===== src/rtl/icache_controller_pkg.sv =====
// Shared types and constants for the direct-mapped instruction cache.
// Address split: tag | index | word | byte.
package icache_controller_pkg;

   localparam int NUM_LINES = 16;
   localparam int LINE_W    = 256;
   localparam int ADDR_W    = 32;
   localparam int OFFSET_W  = 5;
   localparam int INDEX_W   = $clog2(NUM_LINES);
   localparam int TAG_W     = ADDR_W - INDEX_W - OFFSET_W;

   localparam logic [1:0] IC_IDLE = 2'd0;
   localparam logic [1:0] IC_MISS = 2'd1;
   localparam logic [1:0] IC_FILL = 2'd2;

   typedef logic [TAG_W-1:0]   tag_t;
   typedef logic [INDEX_W-1:0] idx_t;
   typedef logic [LINE_W-1:0]  line_t;

   typedef struct packed {
      tag_t       tag;
      idx_t       idx;
      logic [2:0] word;
      logic [1:0] byte_off;
   } addr_t;

   function automatic addr_t split(input logic [ADDR_W-1:0] a);
      return addr_t'(a);
   endfunction

endpackage


===== src/rtl/icache_controller_if.sv =====
// Fetch-side and refill-side signals of the instruction cache.
// slave = cache controller, master = CPU front end plus backing memory.
interface icache_controller_if;
   import icache_controller_pkg::*;

   logic              cpu_req_i;
   logic [ADDR_W-1:0] cpu_addr_i;
   logic              invalidate_i;
   logic [31:0]       cpu_instr_o;
   logic              cpu_stall_o;
   logic              mem_enable_o;
   logic [ADDR_W-1:0] mem_addr_o;
   line_t             mem_data_i;
   logic              mem_ack_i;
   logic [31:0]       hit_count_o;
   logic [31:0]       miss_count_o;

   modport slave (
      input  cpu_req_i, cpu_addr_i, invalidate_i,
      input  mem_data_i, mem_ack_i,
      output cpu_instr_o, cpu_stall_o,
      output mem_enable_o, mem_addr_o,
      output hit_count_o, miss_count_o
   );

   modport master (
      output cpu_req_i, cpu_addr_i, invalidate_i,
      output mem_data_i, mem_ack_i,
      input  cpu_instr_o, cpu_stall_o,
      input  mem_enable_o, mem_addr_o,
      input  hit_count_o, miss_count_o
   );

endinterface


===== src/rtl/icache_sram.sv =====
// Valid/tag/data storage: async read by index, sync write.
// A valid-clear on the same edge as a write leaves the line invalid.
module icache_sram
   import icache_controller_pkg::*;
(
   input  logic  clk_i,
   input  logic  clr,
   input  logic  we,
   input  idx_t  widx,
   input  tag_t  wtag,
   input  line_t wline,
   input  idx_t  ridx,
   output logic  rvalid,
   output tag_t  rtag,
   output line_t rline
);

   logic [NUM_LINES-1:0] valid;
   tag_t                 tag_arr  [NUM_LINES];
   line_t                data_arr [NUM_LINES];

   always_ff @(posedge clk_i) begin
      if (clr)
         valid <= '0;
      else if (we)
         valid[widx] <= 1'b1;
   end

   always_ff @(posedge clk_i) begin
      if (we) begin
         tag_arr[widx]  <= wtag;
         data_arr[widx] <= wline;
      end
   end

   assign rvalid = valid[ridx];
   assign rtag   = tag_arr[ridx];
   assign rline  = data_arr[ridx];

endmodule


===== src/rtl/icache_controller.sv =====
// Direct-mapped read-only I-cache: 0-cycle hits, stalls the
// front end across a single outstanding line refill.
module icache_controller
   import icache_controller_pkg::*;
(
   input  logic           clk_i,
   input  logic           rst_i,
   icache_controller_if.slave bus
);

   logic [1:0] state, state_nx;
   addr_t      req_a;
   tag_t       fill_tag;
   idx_t       fill_idx;
   logic       rd_valid;
   tag_t       rd_tag;
   line_t      rd_line;
   logic       is_idle, hit, miss, ack_fill, clr;

   assign req_a    = split(bus.cpu_addr_i);
   assign is_idle  = (state == IC_IDLE);
   assign hit      = bus.cpu_req_i & rd_valid
                   & (rd_tag == req_a.tag);
   assign miss     = is_idle & bus.cpu_req_i & ~hit;
   assign ack_fill = rst_i & (state == IC_MISS)
                   & bus.mem_ack_i;
   assign clr      = ~rst_i | bus.invalidate_i;

   // Refill targets the latched miss address, not the live PC.
   icache_sram u_sram (
      .clk_i  (clk_i),
      .clr    (clr),
      .we     (ack_fill),
      .widx   (fill_idx),
      .wtag   (fill_tag),
      .wline  (bus.mem_data_i),
      .ridx   (req_a.idx),
      .rvalid (rd_valid),
      .rtag   (rd_tag),
      .rline  (rd_line)
   );

   assign bus.mem_addr_o = {fill_tag, fill_idx, 5'b0};

   always_comb begin
      bus.cpu_instr_o = '0;
      bus.cpu_stall_o = 1'b0;
      if (rst_i) begin
         if (!is_idle)
            bus.cpu_stall_o = 1'b1;
         else if (hit)
            bus.cpu_instr_o = rd_line[32*req_a.word +: 32];
         else
            bus.cpu_stall_o = bus.cpu_req_i;
      end
   end

   always_comb begin
      state_nx = state;
      case (state)
         IC_IDLE: if (miss) state_nx = IC_MISS;
         IC_MISS: if (bus.mem_ack_i) state_nx = IC_FILL;
         IC_FILL: state_nx = IC_IDLE;
         default: state_nx = IC_IDLE;
      endcase
   end

   always_ff @(posedge clk_i) begin
      if (!rst_i) begin
         state            <= IC_IDLE;
         bus.mem_enable_o <= 1'b0;
         fill_tag         <= '0;
         fill_idx         <= '0;
         bus.hit_count_o  <= '0;
         bus.miss_count_o <= '0;
      end else begin
         state <= state_nx;
         if (miss) begin
            fill_tag         <= req_a.tag;
            fill_idx         <= req_a.idx;
            bus.mem_enable_o <= 1'b1;
            bus.miss_count_o <= bus.miss_count_o + 32'd1;
         end
         if (ack_fill)
            bus.mem_enable_o <= 1'b0;
         if (is_idle && hit)
            bus.hit_count_o <= bus.hit_count_o + 32'd1;
      end
   end

endmodule


===== src/flat_wrapper.sv =====
// flat-port wrapper written by rule: the top's interface ports become plain ports
module icache_controller_flat import icache_controller_pkg::*;
  (clk_i, rst_i, bus_cpu_req_i, bus_cpu_addr_i, bus_invalidate_i, bus_mem_data_i, bus_mem_ack_i, bus_cpu_instr_o, bus_cpu_stall_o, bus_mem_enable_o, bus_mem_addr_o, bus_hit_count_o, bus_miss_count_o);
  icache_controller_if bus_i ();
  input  logic clk_i;
  input  logic rst_i;
  input wire logic [$bits(bus_i.cpu_req_i)-1:0] bus_cpu_req_i;
  input wire logic [$bits(bus_i.cpu_addr_i)-1:0] bus_cpu_addr_i;
  input wire logic [$bits(bus_i.invalidate_i)-1:0] bus_invalidate_i;
  input wire logic [$bits(bus_i.mem_data_i)-1:0] bus_mem_data_i;
  input wire logic [$bits(bus_i.mem_ack_i)-1:0] bus_mem_ack_i;
  output wire logic [$bits(bus_i.cpu_instr_o)-1:0] bus_cpu_instr_o;
  output wire logic [$bits(bus_i.cpu_stall_o)-1:0] bus_cpu_stall_o;
  output wire logic [$bits(bus_i.mem_enable_o)-1:0] bus_mem_enable_o;
  output wire logic [$bits(bus_i.mem_addr_o)-1:0] bus_mem_addr_o;
  output wire logic [$bits(bus_i.hit_count_o)-1:0] bus_hit_count_o;
  output wire logic [$bits(bus_i.miss_count_o)-1:0] bus_miss_count_o;
  assign bus_i.cpu_req_i = bus_cpu_req_i;
  assign bus_i.cpu_addr_i = bus_cpu_addr_i;
  assign bus_i.invalidate_i = bus_invalidate_i;
  assign bus_i.mem_data_i = bus_mem_data_i;
  assign bus_i.mem_ack_i = bus_mem_ack_i;
  assign bus_cpu_instr_o = bus_i.cpu_instr_o;
  assign bus_cpu_stall_o = bus_i.cpu_stall_o;
  assign bus_mem_enable_o = bus_i.mem_enable_o;
  assign bus_mem_addr_o = bus_i.mem_addr_o;
  assign bus_hit_count_o = bus_i.hit_count_o;
  assign bus_miss_count_o = bus_i.miss_count_o;
  icache_controller u_core (.clk_i(clk_i), .rst_i(rst_i), .bus(bus_i));
endmodule

===== config.mk =====
export PLATFORM = sky130hd
export DESIGN_NAME = icache_controller_flat
export DESIGN_NICKNAME = d
export VERILOG_FILES = /design/src/rtl/icache_controller_pkg.sv /design/src/rtl/icache_controller_if.sv /design/src/rtl/icache_sram.sv /design/src/rtl/icache_controller.sv /design/src/flat_wrapper.sv
export SDC_FILE = /design/constraint.sdc
export NUM_CORES = 2
export LEC_CHECK = 0
export BUFFER_PORTS_ARGS = -buffer_cell sky130_fd_sc_hd__buf_2
export CELL_PAD_IN_SITES_DETAIL_PLACEMENT = 0
export CELL_PAD_IN_SITES_GLOBAL_PLACEMENT = 1
export CORE_MARGIN = 4
export CORE_UTILIZATION = 45
export CTS_CLUSTER_SIZE = 28
export DETAILED_ROUTE_END_ITERATION = 8
export GPL_ROUTABILITY_DRIVEN = 0
export PLACE_DENSITY_LB_ADDON = 0.1
export SLEW_MARGIN = 25
export SYNTH_ARGS = -nofsm -noshare
export SYNTH_HDL_FRONTEND = slang
export SYNTH_MEMORY_MAX_BITS = 65536
export SYNTH_SLANG_ARGS = --single-unit

===== constraint.sdc =====
create_clock -name clk_i -period 22.4 [get_ports clk_i]
set_input_delay 3.36 -clock clk_i [delete_from_list [all_inputs] [get_ports clk_i]]
set_output_delay 3.36 -clock clk_i [all_outputs]
set_load 0.01 [all_outputs]

# Yosys cells after proc, flatten, opt, wreduce, memory -nomap -nowiden
# Memory sizes are Yosys's and may differ from the RTL's.
# Index checks and enable logic that the tools add are counted.
[totals]
register_bits = 110
mem_bits_rw = 4464
in_bits = 293
output_inout_bits = 130
n_memories = 2
[op_classes]
n_addsub = 2
n_lt_le_gt_ge = 3
eq_ne = 4
shift = 1
mux = 15
n_bitwise = 10
n_reduce_logical = 5
[mem_list]
columns = ["memory", "words", "word_bits", "read_ports", "rd_ports_with_merged_regs", "wr", "line", "rtl"]
rows = [
  ["u_core.u_sram.data_arr", 16, 256, 1, 0, 1, "icache_sram.sv:20", "line_t data_arr [NUM_LINES];"],
  ["u_core.u_sram.tag_arr", 16, 23, 1, 0, 1, "icache_sram.sv:19", "tag_t tag_arr [NUM_LINES];"],
]
[ops]
columns = ["cell", "count"]
rows = [
  ["$shiftx A256 B9 Y32", 1],
  ["$mux W32", 3],
  ["$add A32 B1 Y32 const B", 2],
  ["$eq A23 B23 Y1", 1],
  ["$or A16 B16 Y16", 1],
  ["$lt A4 B5 Y1 const B", 2],
  ["$mux W1", 7],
  ["$and A1 B1 Y1", 6],
  ["$bmux W1 S4", 1],
  ["$demux W1 S4", 1],
  ["$ge A4 B1 Y1 const B", 1],
  ["$mux W2", 2],
  ["$ne A2 B2 Y1 const B", 2],
  ["$pmux W2 S2", 1],
  ["$eq A2 B1 Y1 const B", 1],
  ["$logic_and A1 B1 Y1", 2],
  ["$logic_not A2 Y1", 1],
  ["$not A1 Y1", 2],
  ["$reduce_and A2 Y1", 1],
  ["$reduce_or A2 Y1", 1],
  ["$or A1 B1 Y1", 1],
]

# Depth between registers and ports, before layout
[depth]
ltp_word = 8
depth_mapped = 15

# Cells and area by module
# A second synthesis with hierarchy kept.
[hier_totals]
hier_cells = 8076
hier_area_um2 = 174562.4
[modules_own_cells]
columns = ["mod", "instances", "cells_per_inst", "area_per_inst_um2"]
rows = [
  ["icache_sram", 1, 7366, 168041.2],
  ["icache_controller", 1, 710, 6521.3],
]

# Least setup slack after synthesis
# Ideal clock, no wire load.
[synth_timing]
path_kind = "input -> register"
from = "input port rst_i"
to = "memory u_core.u_sram.data_arr[0][0] (netlist name) (enable)"
setup_ns = 1.263
t_arrival_ns = 22.918
required_ns = 21.137
slack_ns = -1.781
stages = 5
path_buffers = 0
cell_sequence = "clkinv_1 nor2_1 nand3_1 or3_1 nor3_1"
[synth_via]
elab_chain_cells = 4
[synth_rtl]
columns = ["element", "line", "rtl"]
rows = [
  ["from (decl)", "flat_wrapper.sv:6", "input logic rst_i;"],
  ["$and A1 B1 Y1", "icache_controller.sv:25", "assign ack_fill = rst_i & (state == IC_MISS)"],
  ["$and A1 B1 Y1", "icache_controller.sv:26", "& bus.mem_ack_i;"],
  ["$mux W1", "icache_sram.sv:30", "if (we) begin"],
  ["$mux W1 (not written as such)", "icache_sram.sv:32", "data_arr[widx] <= wline;"],
  ["to (decl)", "icache_sram.sv:20", ""],
]
# Every way passes these cells.

# Worst setup path after layout
[layout_timing]
from = "input port bus_cpu_addr_i[5]"
to = "output port bus_cpu_instr_o[14]"
[layout_via]
elab_chain_cells = 7
word_cells_on_any_way = 11
cone_classes = "1 x eq/ne; 1 x shift; 5 x mux; 2 x bitwise; 2 x memory"
[layout_rtl]
columns = ["element", "line", "rtl"]
rows = [
  ["from (decl)", "flat_wrapper.sv:8", "input wire logic [$bits(bus_i.cpu_addr_i)-1:0] bus_cpu_addr_i;"],
  ["parallel branches: the longest is 4 deep, another holds $mem_v2 Z16 W256", "-", ""],
  ["$mux W32 (*)", "icache_controller.sv:51", "else if (hit)"],
  ["$mux W32 (*)", "icache_controller.sv:49", "if (!is_idle)"],
  ["$mux W32 (*)", "icache_controller.sv:48", "if (rst_i) begin"],
  ["to (decl)", "flat_wrapper.sv:12", "output wire logic [$bits(bus_i.cpu_instr_o)-1:0] bus_cpu_instr_o;"],
]
# Mark *: on every way between the ends. The select of a mux whose other input is x is not followed.

==> impl_metrics.yaml <==
outcome:
  status: "finished, final reports clean"
sta:
  final-setup-viol-count: 0
  fin_crit_sh_pct: 63.5
  rsz0062_at_grt: "false"
  setup_ws_ns: 8.17
  slew_headroom_pct: 27.9
  fmax_ghz: 0.0703
  period_minus_slack_ns: 14.23
  final-hold-violation-count: 0
  tns_ns: 0
  maxSlewViolCount: 0
  skew_ns: 0.0405
  tightest_slew_ns: 1.08
clocking:
  worstSkewPairLatency_ns: 0.97
  clkTransAtPathRegs_ns: 0.06
  clk_path_buf_depth: 4
  h-tree-depth: 5
  cts_root_buf: "clkbuf_16"
  cts_sinks: 4574
  cts_tree: "built"
  post_cts_resized: 0
  cts_hold_buf: 0
  cts_made_buffers: 473
  postCtsSetupBuffers: 0
placed_design:
  hpwlAfterDp_um: 253000
  port_buffers: 415
  placed_cells: 12500
  dp_slack_ns: 7.70
grt:
  grt_pass1_wl_um: 643000
  grt_overflow: 0
  grt_usage_pct: 22.7
  grt_pass1_vias: 83300
  antenna_found_initial: 177
  grt_max_degree: 140
cells_and_area:
  drive_gt1_share_pct: 32.8
  syn_to_final_growth_pct: 13.5
  nets: 8146
  final_cells: 13500
synthesis:
  ys_seq_area_share_pct: 77.9
  postSynthAreaPerCell_um2: 24.4
  synth_commonest_cells: "edfxtp_1, mux4_2, clkbuf_1"
  postSynthCellCount: 7176
  synth_top_cell_by_area: "edfxtp_1"
  async_flop_share_pct: 0
  synth_seq_cells: 4574
  synth_most_common_cell: "edfxtp_1"
  synth_edf_count: 4464
  synth_area_mm2: 0.175
  netlist_top_cells_area: "edfxtp_1, mux4_2, dfxtp_1"
  synth_cell_types: 64
  ys.flop_type: "edfxtp_1"
  synth_top_area_share_pct: 76.6
  yosysWarnings: 0
setup_path:
  cp-end-kind: "primary output"
  cp_max_fo: 66
  path_cells: "buf_12 > buf_4 > buf_4 > buf_4 > buf_4 > buf_4 > buf_4 > mux4_2 > mux4_2 > mux4_2 > mux2i_1 > nor2_1 > buf_2"
  critical-path-slowest-cell: "buf_4"
  crit_top_cell: "buf_4"
  crit_required_ns: 19.04
  crit_type: "input pin to primary output"
  crit_path_start_kind: "input pin"
  cp.arrival_ns: 10.87
  slowest_delay_ns: 0.82
job:
  drv_cap: 0
power:
  finalPower_mw: 17.7
  peakVddDrop_mv: 0.0651
  p_leak_nw: 62.2
  p_per_area_mw_per_mm2: 89.4
floorplan:
  dieArea_mm2: 0.399
  start_util_pct: 45.3
  die_w_um: 631
  die_h_um: 631
  core_region_area_mm2: 0.386
  rows: 228
  ios: 423
drt:
  drt-pass1-iter-count: 7
  drcViolationCount: 0
  vias: 80800
  wl_um: 454000
  vias_per_cell: 5.99
  drt_iter0_drc: 7991
  ant_nets: 0
  wl_per_cell_um: 33.7
min_path:
  hp-class: "register to register"
-- cell usage in the layout, fill, tap and decap left out, types with 50 or more instances in the layout --
cell type,count
a21oi_1,58
buf_2,408
buf_4,141
clkbuf_1,110
clkbuf_16,487
clkinv_1,126
clkinv_2,96
dfxtp_1,110
diode_2,56
edfxtp_1,4464
mux2i_1,107
mux4_2,1400
nand2_1,50
nand3_1,62
nor2_1,61
-- registers in the layout, indices dropped and copies added, names as in the netlist --
| name | count |
|---|---|
| u_core.u_sram.tag_arr | 368 |
| u_core.u_sram.valid | 16 |
| u_core.fill_tag | 23 |
| u_core.u_sram.data_arr | 4096 |
| u_core.bus.hit_count_o | 32 |
| u_core.bus.mem_enable_o | 1 |
| u_core.state | 2 |
| u_core.fill_idx | 4 |
| u_core.bus.miss_count_o | 32 |
-- per-layer routing --
layer	global-route usage [%]	wire, um
met5	0	379
met3	4.10	30000
met4	4.74	9690
met1	33.5	199000
met2	35.7	215000
-- power breakdown --
part	switching [mW]	internal (mW)	leakage, nW
Combinational	0.478	0.333	13.7
Clock	3.18	4.31	7.23
Sequential	0.0209	9.42	41.3
Total	3.68	14.1	62.2
-- cells by family (layout without fill, tap and decap cells) --
family / after synthesis / count (layout) / share of synthesized area [%]
AO/OA/AOI/OAI: 253 / 253 / 0.974
multiplexers: 1545 / 1545 / 18.9
XOR/XNOR: 19 / 19 / 0.0952
AND/OR/NAND/NOR: 352 / 352 / 1.09
other: 1 / 61 / 0.00214
adder cells (fa/ha/maj): 2 / 2 / 0.0143
flip-flops: 4574 / 4574 / 77.9
buffers and inverters: 430 / 1496 / 1.03
-- layout make-up --
cell class / instances / area [um2]
diodes: 56 / 140
clock buffers: 598 / 12600
clock inverters: 272 / 2100
fillers: 30100 / 188000
inverters: 41 / 154
multi-input cells: 2176 / 37000
flip-flops and latches: 4574 / 136000
well taps: 5175 / 6470
repair buffers: 585 / 3770
-- worst paths after layout --
check	from	endpoint	slack, ns	cells after the start
max	bus_cpu_addr_i[5]	bus_cpu_instr_o[14]	8.17	13
min reg2reg	u_core.u_sram.valid[10]	u_core.u_sram.valid[10]	0.46	1
min	u_core.u_sram.valid[10]	u_core.u_sram.valid[10]	0.46	1
max reg2reg	u_core.state[1]	u_core.u_sram.data_arr[14][208]	17.60	8
-- stage by stage --
step / instance area [um2] / util (%) / hold WS, ns
after floorplan: 175000 / - / 0.435
after global placement: 184000 / 47.5 / 0.441
after detailed placement: 184000 / 47.5 / 0.450
after CTS: 198000 / 51.3 / 0.463
after global routing: 198000 / 51.4 / 0.479
final: 199000 / 51.4 / 0.464
-- critical path, delay by kind of cell --
family | cells | cell delay (ns)
muxes | 4 | 1.99
and+or+nand+nor | 1 | 0.09
buffers and inverters | 8 | 5.12
Note: power is estimated with default switching activity, not from simulation.
